===== src/rtl/sync_fifo_ctrl.sv =====
// Single-clock FIFO controller: arbitrary depth, fill level, almost thresholds, 1-cycle read strobe.
// Define SYNC_FIFO_ERR_FLAGS_EN to enable sticky overflow/underflow flags (cleared by err_clr).
module sync_fifo_ctrl #(
  parameter int DATA_LEN   = 8,
  parameter int DEPTH      = 8,
  parameter int ADDR_WIDTH = 3,
  parameter int AF_LEVEL   = DEPTH - 1,
  parameter int AE_LEVEL   = 1
) (
  input  logic                  clk,
  input  logic                  sys_rst_n,
  input  logic                  wr_en,
  input  logic [DATA_LEN-1:0]   data_in,
  input  logic                  rd_en,
  input  logic                  err_clr,
  output logic [DATA_LEN-1:0]   data_out,
  output logic                  rd_valid,
  output logic [ADDR_WIDTH:0]   level,
  output logic                  empty,
  output logic                  full,
  output logic                  almost_empty,
  output logic                  almost_full,
  output logic                  overflow,
  output logic                  underflow
);
  localparam int LW = ADDR_WIDTH + 1;
  localparam logic [LW-1:0]         DEPTH_L = LW'(DEPTH);
  localparam logic [LW-1:0]         AF_L    = LW'(AF_LEVEL);
  localparam logic [LW-1:0]         AE_L    = LW'(AE_LEVEL);
  localparam logic [ADDR_WIDTH-1:0] LAST    = ADDR_WIDTH'(DEPTH - 1);

  logic [DATA_LEN-1:0]   mem [0:DEPTH-1];
  logic [ADDR_WIDTH-1:0] wr_ptr_q, wr_ptr_d, rd_ptr_q, rd_ptr_d;
  logic [LW-1:0]         level_q, level_d;
  logic [DATA_LEN-1:0]   data_out_q;
  logic                  rd_valid_q, empty_q, full_q, ae_q, af_q, ovf_q, ovf_d, udf_q, udf_d;
  logic                  wr_acc, rd_acc;

  always_comb begin
    wr_acc   = wr_en && !full_q;
    rd_acc   = rd_en && !empty_q;
    wr_ptr_d = wr_ptr_q;
    rd_ptr_d = rd_ptr_q;
    level_d  = level_q;
    // Explicit wrap compare keeps non-power-of-two depths correct.
    if (wr_acc) wr_ptr_d = (wr_ptr_q == LAST) ? '0 : wr_ptr_q + ADDR_WIDTH'(1);
    if (rd_acc) rd_ptr_d = (rd_ptr_q == LAST) ? '0 : rd_ptr_q + ADDR_WIDTH'(1);
    if (wr_acc && !rd_acc)      level_d = level_q + LW'(1);
    else if (rd_acc && !wr_acc) level_d = level_q - LW'(1);
  end

`ifdef SYNC_FIFO_ERR_FLAGS_EN
  // Set has priority over clear on the same edge.
  assign ovf_d = (wr_en && full_q)  || (ovf_q && !err_clr);
  assign udf_d = (rd_en && empty_q) || (udf_q && !err_clr);
`else
  logic unused_err_clr;
  assign unused_err_clr = err_clr;
  assign ovf_d = 1'b0;
  assign udf_d = 1'b0;
`endif

  always_ff @(posedge clk) begin
    if (!sys_rst_n) begin
      wr_ptr_q   <= '0;
      rd_ptr_q   <= '0;
      level_q    <= '0;
      data_out_q <= '0;
      rd_valid_q <= 1'b0;
      empty_q    <= 1'b1;
      full_q     <= 1'b0;
      ae_q       <= 1'b1;
      af_q       <= (AF_LEVEL == 0);
      ovf_q      <= 1'b0;
      udf_q      <= 1'b0;
    end else begin
      wr_ptr_q   <= wr_ptr_d;
      rd_ptr_q   <= rd_ptr_d;
      level_q    <= level_d;
      rd_valid_q <= rd_acc;
      if (rd_acc) data_out_q <= mem[rd_ptr_q];
      empty_q    <= (level_d == '0);
      full_q     <= (level_d == DEPTH_L);
      ae_q       <= (level_d <= AE_L);
      af_q       <= (level_d >= AF_L);
      ovf_q      <= ovf_d;
      udf_q      <= udf_d;
    end
  end

  // Storage is left unreset so it can map onto RAM.
  always_ff @(posedge clk) begin
    if (sys_rst_n && wr_acc) mem[wr_ptr_q] <= data_in;
  end

  assign data_out     = data_out_q;
  assign rd_valid     = rd_valid_q;
  assign level        = level_q;
  assign empty        = empty_q;
  assign full         = full_q;
  assign almost_empty = ae_q;
  assign almost_full  = af_q;
  assign overflow     = ovf_q;
  assign underflow    = udf_q;
endmodule


===== config.mk =====
export PLATFORM = sky130hd
export DESIGN_NAME = sync_fifo_ctrl
export DESIGN_NICKNAME = d
export VERILOG_FILES = /design/src/rtl/sync_fifo_ctrl.sv
export SDC_FILE = /design/constraint.sdc
export NUM_CORES = 1
export LEC_CHECK = 0
export ABC_AREA = 1
export CAP_MARGIN = 20
export CORE_MARGIN = 10
export CORE_UTILIZATION = 40
export CTS_BUF_LIST = sky130_fd_sc_hd__clkbuf_16
export DETAILED_ROUTE_END_ITERATION = 7
export DONT_BUFFER_PORTS = 1
export SYNTH_ARGS = -nofsm -noshare
export SYNTH_HDL_FRONTEND = slang
export SYNTH_SLANG_ARGS = --single-unit

===== constraint.sdc =====
create_clock -name clk -period 2.55 [get_ports clk]
set_clock_uncertainty 0.2 [all_clocks]
set_input_delay 0.51 -clock clk [delete_from_list [all_inputs] [get_ports clk]]
set_output_delay 0.51 -clock clk [all_outputs]
set_load 0.005 [all_outputs]

==> run_results.csv, run 1 <==
group,metric,value,unit
floorplan,io_pins,32,
synth,synth_edf_count,64,
clock_network,cts_setup_buffers,0,
run_status,status,"completed",
setup_path,cp_cell_sequence,"buf_4 -> inv_2 -> nor2_1 -> nor2_1 -> o21ai_0 -> nand3_1 -> nand2_1 -> a21oi_1",
clock_network,cts-htree-levels,3,
timing,worst_pin_slew,0.520,ns
finish,layout-area-overhead-vs-synth,11.6,%
setup_path,critical_path_class,"register to register",
drt,firstDrtPassIters,4,
floorplan,die_y,116,um
clock_network,cts_made_buffers,9,
drt,vias,2463,
finish,stdcell_area,4110,um2
grt,grt_use_total,12.6,%
placement,dp.cells,461,
floorplan,start_util,41.7,%
synth,synthSimpleGateAreaFrac,17.4,%
synth,synth.largest_area_cell,"edfxtp_1",
finish,drive_above_1_share,11.9,%
drt,drc,0,
placement,placed_area,3820,um2
setup_path,cp-start-kind,"register",
floorplan,die_x,116,um
synth,synthDistinctLibCells,28,
synth,syn_avg_cell_area,10.4,um2
synth,async_flop_share,0,%
timing,fin_ws,0.790,ns
synth,synthAdderAreaFrac,2.04,%
clock_network,cts_hold_buf,0,
placement,port_buffers,0,
floorplan,rows,34,
clock_network,cts_tree,"built",
pwr,p_leak,1.59,nW
finish,seqCellArea,2380,um2
pwr,total_power,3.56,mW
synth,ys_warn_count,0,
timing,max_slew_margin,65.3,%
synth,ys_seq_area_share,64.6,%
synth,synth_area_leaders,"edfxtp_1 (52%), dfxtp_1 (12%), nor2_1 (7.5%)",
timing,setup_viol,0,
setup_path,crit_fanout,33,
pwr,p_per_area,865,nW/um2
timing,finalHoldViolCount,0,
synth,synthMuxAreaShare,0,%
setup_path,worst_setup_path_end_kind,"register",
pwr,ir_drop,0.000282,V
finish,instances_no_fill,477,
clock_network,cts.sinks,87,
finish,nNetsFinal,383,
clock_network,clkLatencyLatePin,0.33,ns
setup_path,cp_slowest_cell,"inv_2",
timing,period_share,69.0,%
floorplan,dieArea,13500,um2
grt,grt_max_degree,34,
timing,setup_tns,0,ns
job,cap_violations,0,
synth,yosysMostFrequentCell,"nor2_1",
grt,antenna_found_initial,0,
min_path,worstHoldPathCells,1,
grt,grt_pass1_vias,2419,
placement,gp_congestion,0.856,
synth,synthXorXnorAreaFrac,0,%
finish,antenna_cells,0,
grt,grt_pass1_wl,12700,um
placement,place_ws,0.741,ns
finish,multi_input_area,1110,um2
timing,rsz0062_at_grt,"no",
finish,final_core_util,46.5,%
setup_path,reg2regPathDepth,8,
synth,synth_compound_area_share,10.4,%
drt,first_iter_violations,186,
placement,dp_hpwl,5170,um
synth,netlist_top_cells_count,"nor2_1 (74), edfxtp_1 (64), nand2_1 (47), o21ai_0 (32), dfxtp_1 (23)",
setup_path,arrival,1.82,ns
drt,wl_per_cell,16.8,um
setup_path,cpMostUsedCell,"nor2_1",
synth,synth_top_family_by_area,"simple AND/OR/NAND/NOR gates",
clock_network,cts-root-buf,"clkbuf_16",
finish,fillerInstances,819,
synth,synth_top_area_share,52.1,%
min_path,hp-class,"input port to register",
timing,min_period,1.76,ns
setup_path,slowest_delay,0.40,ns
clock_network,cts.clk_slew.worst_paths,0.06,ns
timing,holdWs,0.0556,ns
synth,synth_area,3690,um2
synth,ys.flop_type,"edfxtp_1",
timing,fmax,568,MHz
floorplan,fp.coreArea,8850,um2
drt,final_antenna_net_count,0,
timing,finalMaxSlewViolations,0,
grt,overflow,0,
synth,synth-seq-cells,87,
clock_network,clockBufferDepth,2,
setup_path,critical_path_required,2.61,ns
drt,wl,8000,um
drt,vias_per_cell,5.16,
clock_network,cts_resized,0,
synth,netlist_instances,354,
==> layout by cell type (no fill, tap or decap), types with 2 or more instances in the layout <==
cell type  Yosys  final
nor2_1        74     74
edfxtp_1      64     64
nand3_1       18     18
ha_1           6      6
a21oi_1       14     14
clkinv_1       1      2
nand2_1       47     47
clkbuf_16      0     11
o211ai_1       8      8
nand2_2        3      3
buf_4          7     13
inv_2          5      8
o21ai_0       32     32
nand2_4        3      3
inv_1         18     19
dfxtp_1       23     23
conb_1         1      2
nor2_4         3      3
o21ai_1       12     12
a211oi_1       2      2
==> power breakdown <==
| group | total [mW] | leakage [nW] | internal (mW) | switching (mW) |
|---|---|---|---|---|
| sequential | 1.68 | 0.767 | 1.61 | 0.0748 |
| combinational | 0.598 | 0.671 | 0.199 | 0.399 |
| clock | 1.28 | 0.155 | 0.764 | 0.515 |
| total | 3.56 | 1.59 | 2.57 | 0.989 |
==> worst max-delay path: cells and delay by family, from the launching register on <==
family          cells  cell delay [ns]
buf+inv             2             0.59
flops               1             0.30
compound gates      2             0.23
simple gates        4             0.36
==> routing by layer <==
metal / vias to the layer above / GRT usage, % / wire length, um
li1: 1219 / - / -
met1: 1190 / 14.5 / 3540
met2: 46 / 21.1 / 3910
met3: 8 / 3.51 / 418
met4: 0 / 6.09 / 127
met5: - / 0 / 0
==> cell families after synthesis <==
family,after synthesis
simple gates,150
fa+ha+maj,6
compound gates,70
flops,87
buf+inv,40
other cells,1
==> area by class of cell <==
class                           instances  area share (%)
Sequential cell                        87            57.9
Multi-Input combinational cell        228            26.9
Clock buffer                           11            6.69
Tap cell                              108            3.29
Timing Repair Buffer                   13            2.37
Inverter                               25            2.34
Clock inverter                          5           0.456
==> sequential cells by signal (all words and copies together) (netlist names) <==
| register | count |
|---|---|
| full | 1 |
| data_out | 8 |
| mem | 64 |
| wr_ptr_q | 3 |
| almost_empty | 1 |
| empty | 1 |
| rd_ptr_q | 3 |
| almost_full | 1 |
| level | 4 |
| rd_valid | 1 |
==> worst paths after layout <==
path,startpoint,endpoint,slack [ns]
worst max-delay path,rd_ptr_q[0],data_out[1],0.79
worst min-delay path,sys_rst_n,empty,0.06
worst max register to register,rd_ptr_q[0],data_out[1],0.79
worst min register to register,wr_ptr_q[2],wr_ptr_q[2],0.35
Note: power is estimated with default switching activity, not from simulation.
==> run 2, diff against run 1 <==
Clock period 2.55 ns to 1.57 ns, I/O delays scaled along.
==> run 2 against run 1 <==
  * Largest cell class unchanged
  * Wire length up 1.3%
  * Global-route usage down 0.69 points
  * Final area up 12%
  * First-iteration DRC count down 14%
  * Die area unchanged
  * Largest power group unchanged
  * Power up 75%
  * Count of clock-buffer cells in the layout down 2
  * Critical path type is now input port to register
  * Via count up 1.7%
  * Combinational power up 110%
  * Clock power up 72%
  * Final cell count up 4.8%
  * Sequential cell count unchanged
==> run_results.csv, run 2 (synthesis results as in run 1) <==
group,metric,value,unit
finish,mostFrequentLayoutCells,"edfxtp_1 (64), nor2_1 (63), nand2_1 (40)",
pwr,p_per_area,1360,nW/um2
grt,grt_pass1_wl,12300,um
finish,largest_reg_flops,64,
clock_network,cts_made_buffers,9,
grt,antenna_found_initial,0,
timing,fin_ws,0.0480,ns
placement,gp_congestion,0.848,
floorplan,fp.coreArea,8850,um2
clock_network,clkLatencyLatePin,0.33,ns
grt,grt_max_degree,33,
min_path,hold_end,"rd_valid",
placement,dp_hpwl,5340,um
clock_network,cts.clk_slew.worst_paths,0.06,ns
timing,period_share,96.9,%
grt,grt_use_total,11.9,%
setup_path,crit_fanout,15,
setup_path,cp_cell_sequence,"dlygate4sd3_1 -> nand3_1 -> nand2_1 -> nor2_1",
floorplan,rows,34,
placement,place_ws,-0.0722,ns
grt,grt_util_met3,3.10,%
min_path,min-delay-start,"rd_en",
floorplan,start_util,41.7,%
setup_path,slowest_delay,0.90,ns
drt,drc,0,
timing,fmax,657,MHz
clock_network,cts-root-buf,"clkbuf_16",
setup_path,critical_path_class,"input port to register",
run_status,status,"completed",
timing,min_period,1.52,ns
finish,antenna_cells,0,
clock_network,clockBufferDepth,2,
grt,grt.busiest_layer,"met2",
floorplan,dieArea,13500,um2
timing,worst_pin_slew,0.566,ns
pwr,p_leak,1.76,nW
setup_path,worst_setup_path_end_kind,"register",
setup_path,ff2ff_setup_slack,0.05,ns
drt,first_iter_violations,160,
setup_path,r2r-end,"mem[7][4]",
min_path,worstHoldPathCells,3,
floorplan,die_y,116,um
placement,port_buffers,0,
timing,setup_viol,0,
drt,wl_per_cell,16.2,um
setup_path,critical_path_required,1.60,ns
finish,final_core_util,51.8,%
grt,overflow,0,
floorplan,die_x,116,um
finish,mostFrequentLayoutCell,"edfxtp_1",
clock_network,cts-htree-levels,3,
min_path,hp-class,"input port to register",
setup_path,cp_slowest_cell,"dlygate4sd3_1",
setup_path,arrival,1.55,ns
clock_network,cts_tree,"built",
timing,finalMaxSlewViolations,0,
timing,max_slew_margin,62.1,%
finish,regMostFlops,"mem",
drt,final_antenna_net_count,0,
finish,nNetsFinal,406,
setup_path,r2r-start,"full",
grt,grt.met2_usage,20.5,%
finish,drive_above_1_share,21.7,%
setup_path,reg2regPathDepth,6,
timing,finalHoldViolCount,0,
drt,vias_per_cell,5.01,
finish,fillerInstances,776,
pwr,ir_drop,0.000549,V
timing,rsz0062_at_grt,"yes",
floorplan,io_pins,32,
clock_network,cts.sinks,87,
grt,grt_pass1_vias,2413,
drt,wl,8100,um
job,cap_violations,0,
drt,vias,2504,
setup_path,cp-start-kind,"input port",
grt,grtUsageMet1,13.8,%
drt,firstDrtPassIters,4,
finish,layout-area-overhead-vs-synth,24.4,%
## run 2: cell count changes in the layout (fill, tap and decap cells not counted), moves of 5 or more
cell	delta
nor2_2	+5
buf_12	+7
dfxtp_1	-5
nand2_1	-7
nand2_2	+5
dlygate4sd3_1	+9
nor2_4	+6
nor2_1	-11
## run 2: per-stage QoR
stage          instances  setup TNS (ns)  cell area, um2  power (mW)  hold WS (ns)
2_1_floorplan        355           -2.94            3710        3.53         0.213
3_3_place_gp         472           -1.77            4010        3.84         0.192
3_5_place_dp         472           -2.27            4010        3.86         0.194
4_1_cts              497               0            4420        6.09        0.0548
5_1_grt              500          -0.507            4590        6.52         0.133
6_report             500               0            4590        6.22         0.112
## run 2: cell type report
class / instances / area [um2] / share of cell area, %
Clock buffer: 9 / 225 / 4.91
Clock inverter: 7 / 87.6 / 1.91
Inverter: 25 / 101 / 2.21
Multi-Input combinational cell: 228 / 1220 / 26.6
Sequential cell: 87 / 2390 / 52.2
Tap cell: 108 / 135 / 2.95
Timing Repair Buffer: 36 / 423 / 9.22
## run 2: routing by layer
layer / share of wire, % / vias to the layer above
met5: 0 / -
met4: 1.2 / 0
met3: 4.3 / 14
met2: 51 / 42
met1: 43 / 1176
li1: - / 1272
## run 2: repair_timing
| item | in CTS | in global routing |
|---|---|---|
| hold buffers | 9 | 0 |
| resized for setup | 4 | 30 |
| cloned | 0 | 2 |
| pin swaps | 0 | 11 |
| endpoints found under the hold margin | 82 | 0 |
| setup endpoints to repair | 64 | 71 |
| setup buffers | 0 | 1 |
## run 2: power by group
part / internal [mW] / switching (mW) / total (mW) / leakage (nW)
Combinational: 0.502 / 0.778 / 1.28 / 0.840
Clock: 1.38 / 0.823 / 2.20 / 0.147
Sequential: 2.62 / 0.123 / 2.74 / 0.770
## run 2: critical path: cells and delay by family
family,cells,cell delay (ns)
buffers and inverters,1,0.90
and+or+nand+nor,3,0.34
## run 2: worst max path at each step
stage	to	slack, ns	cells past startpoint	from
2_1_floorplan	mem[0][0]	-0.05	5	full
3_3_place_gp	mem[6][4]	-0.05	6	full
3_5_place_dp	mem[6][0]	-0.07	6	full
4_1_cts	data_out[0]	0.002	6	rd_ptr_q[0]
5_1_grt	almost_empty	-0.04	10	full
6_report	almost_empty	0.05	4	sys_rst_n
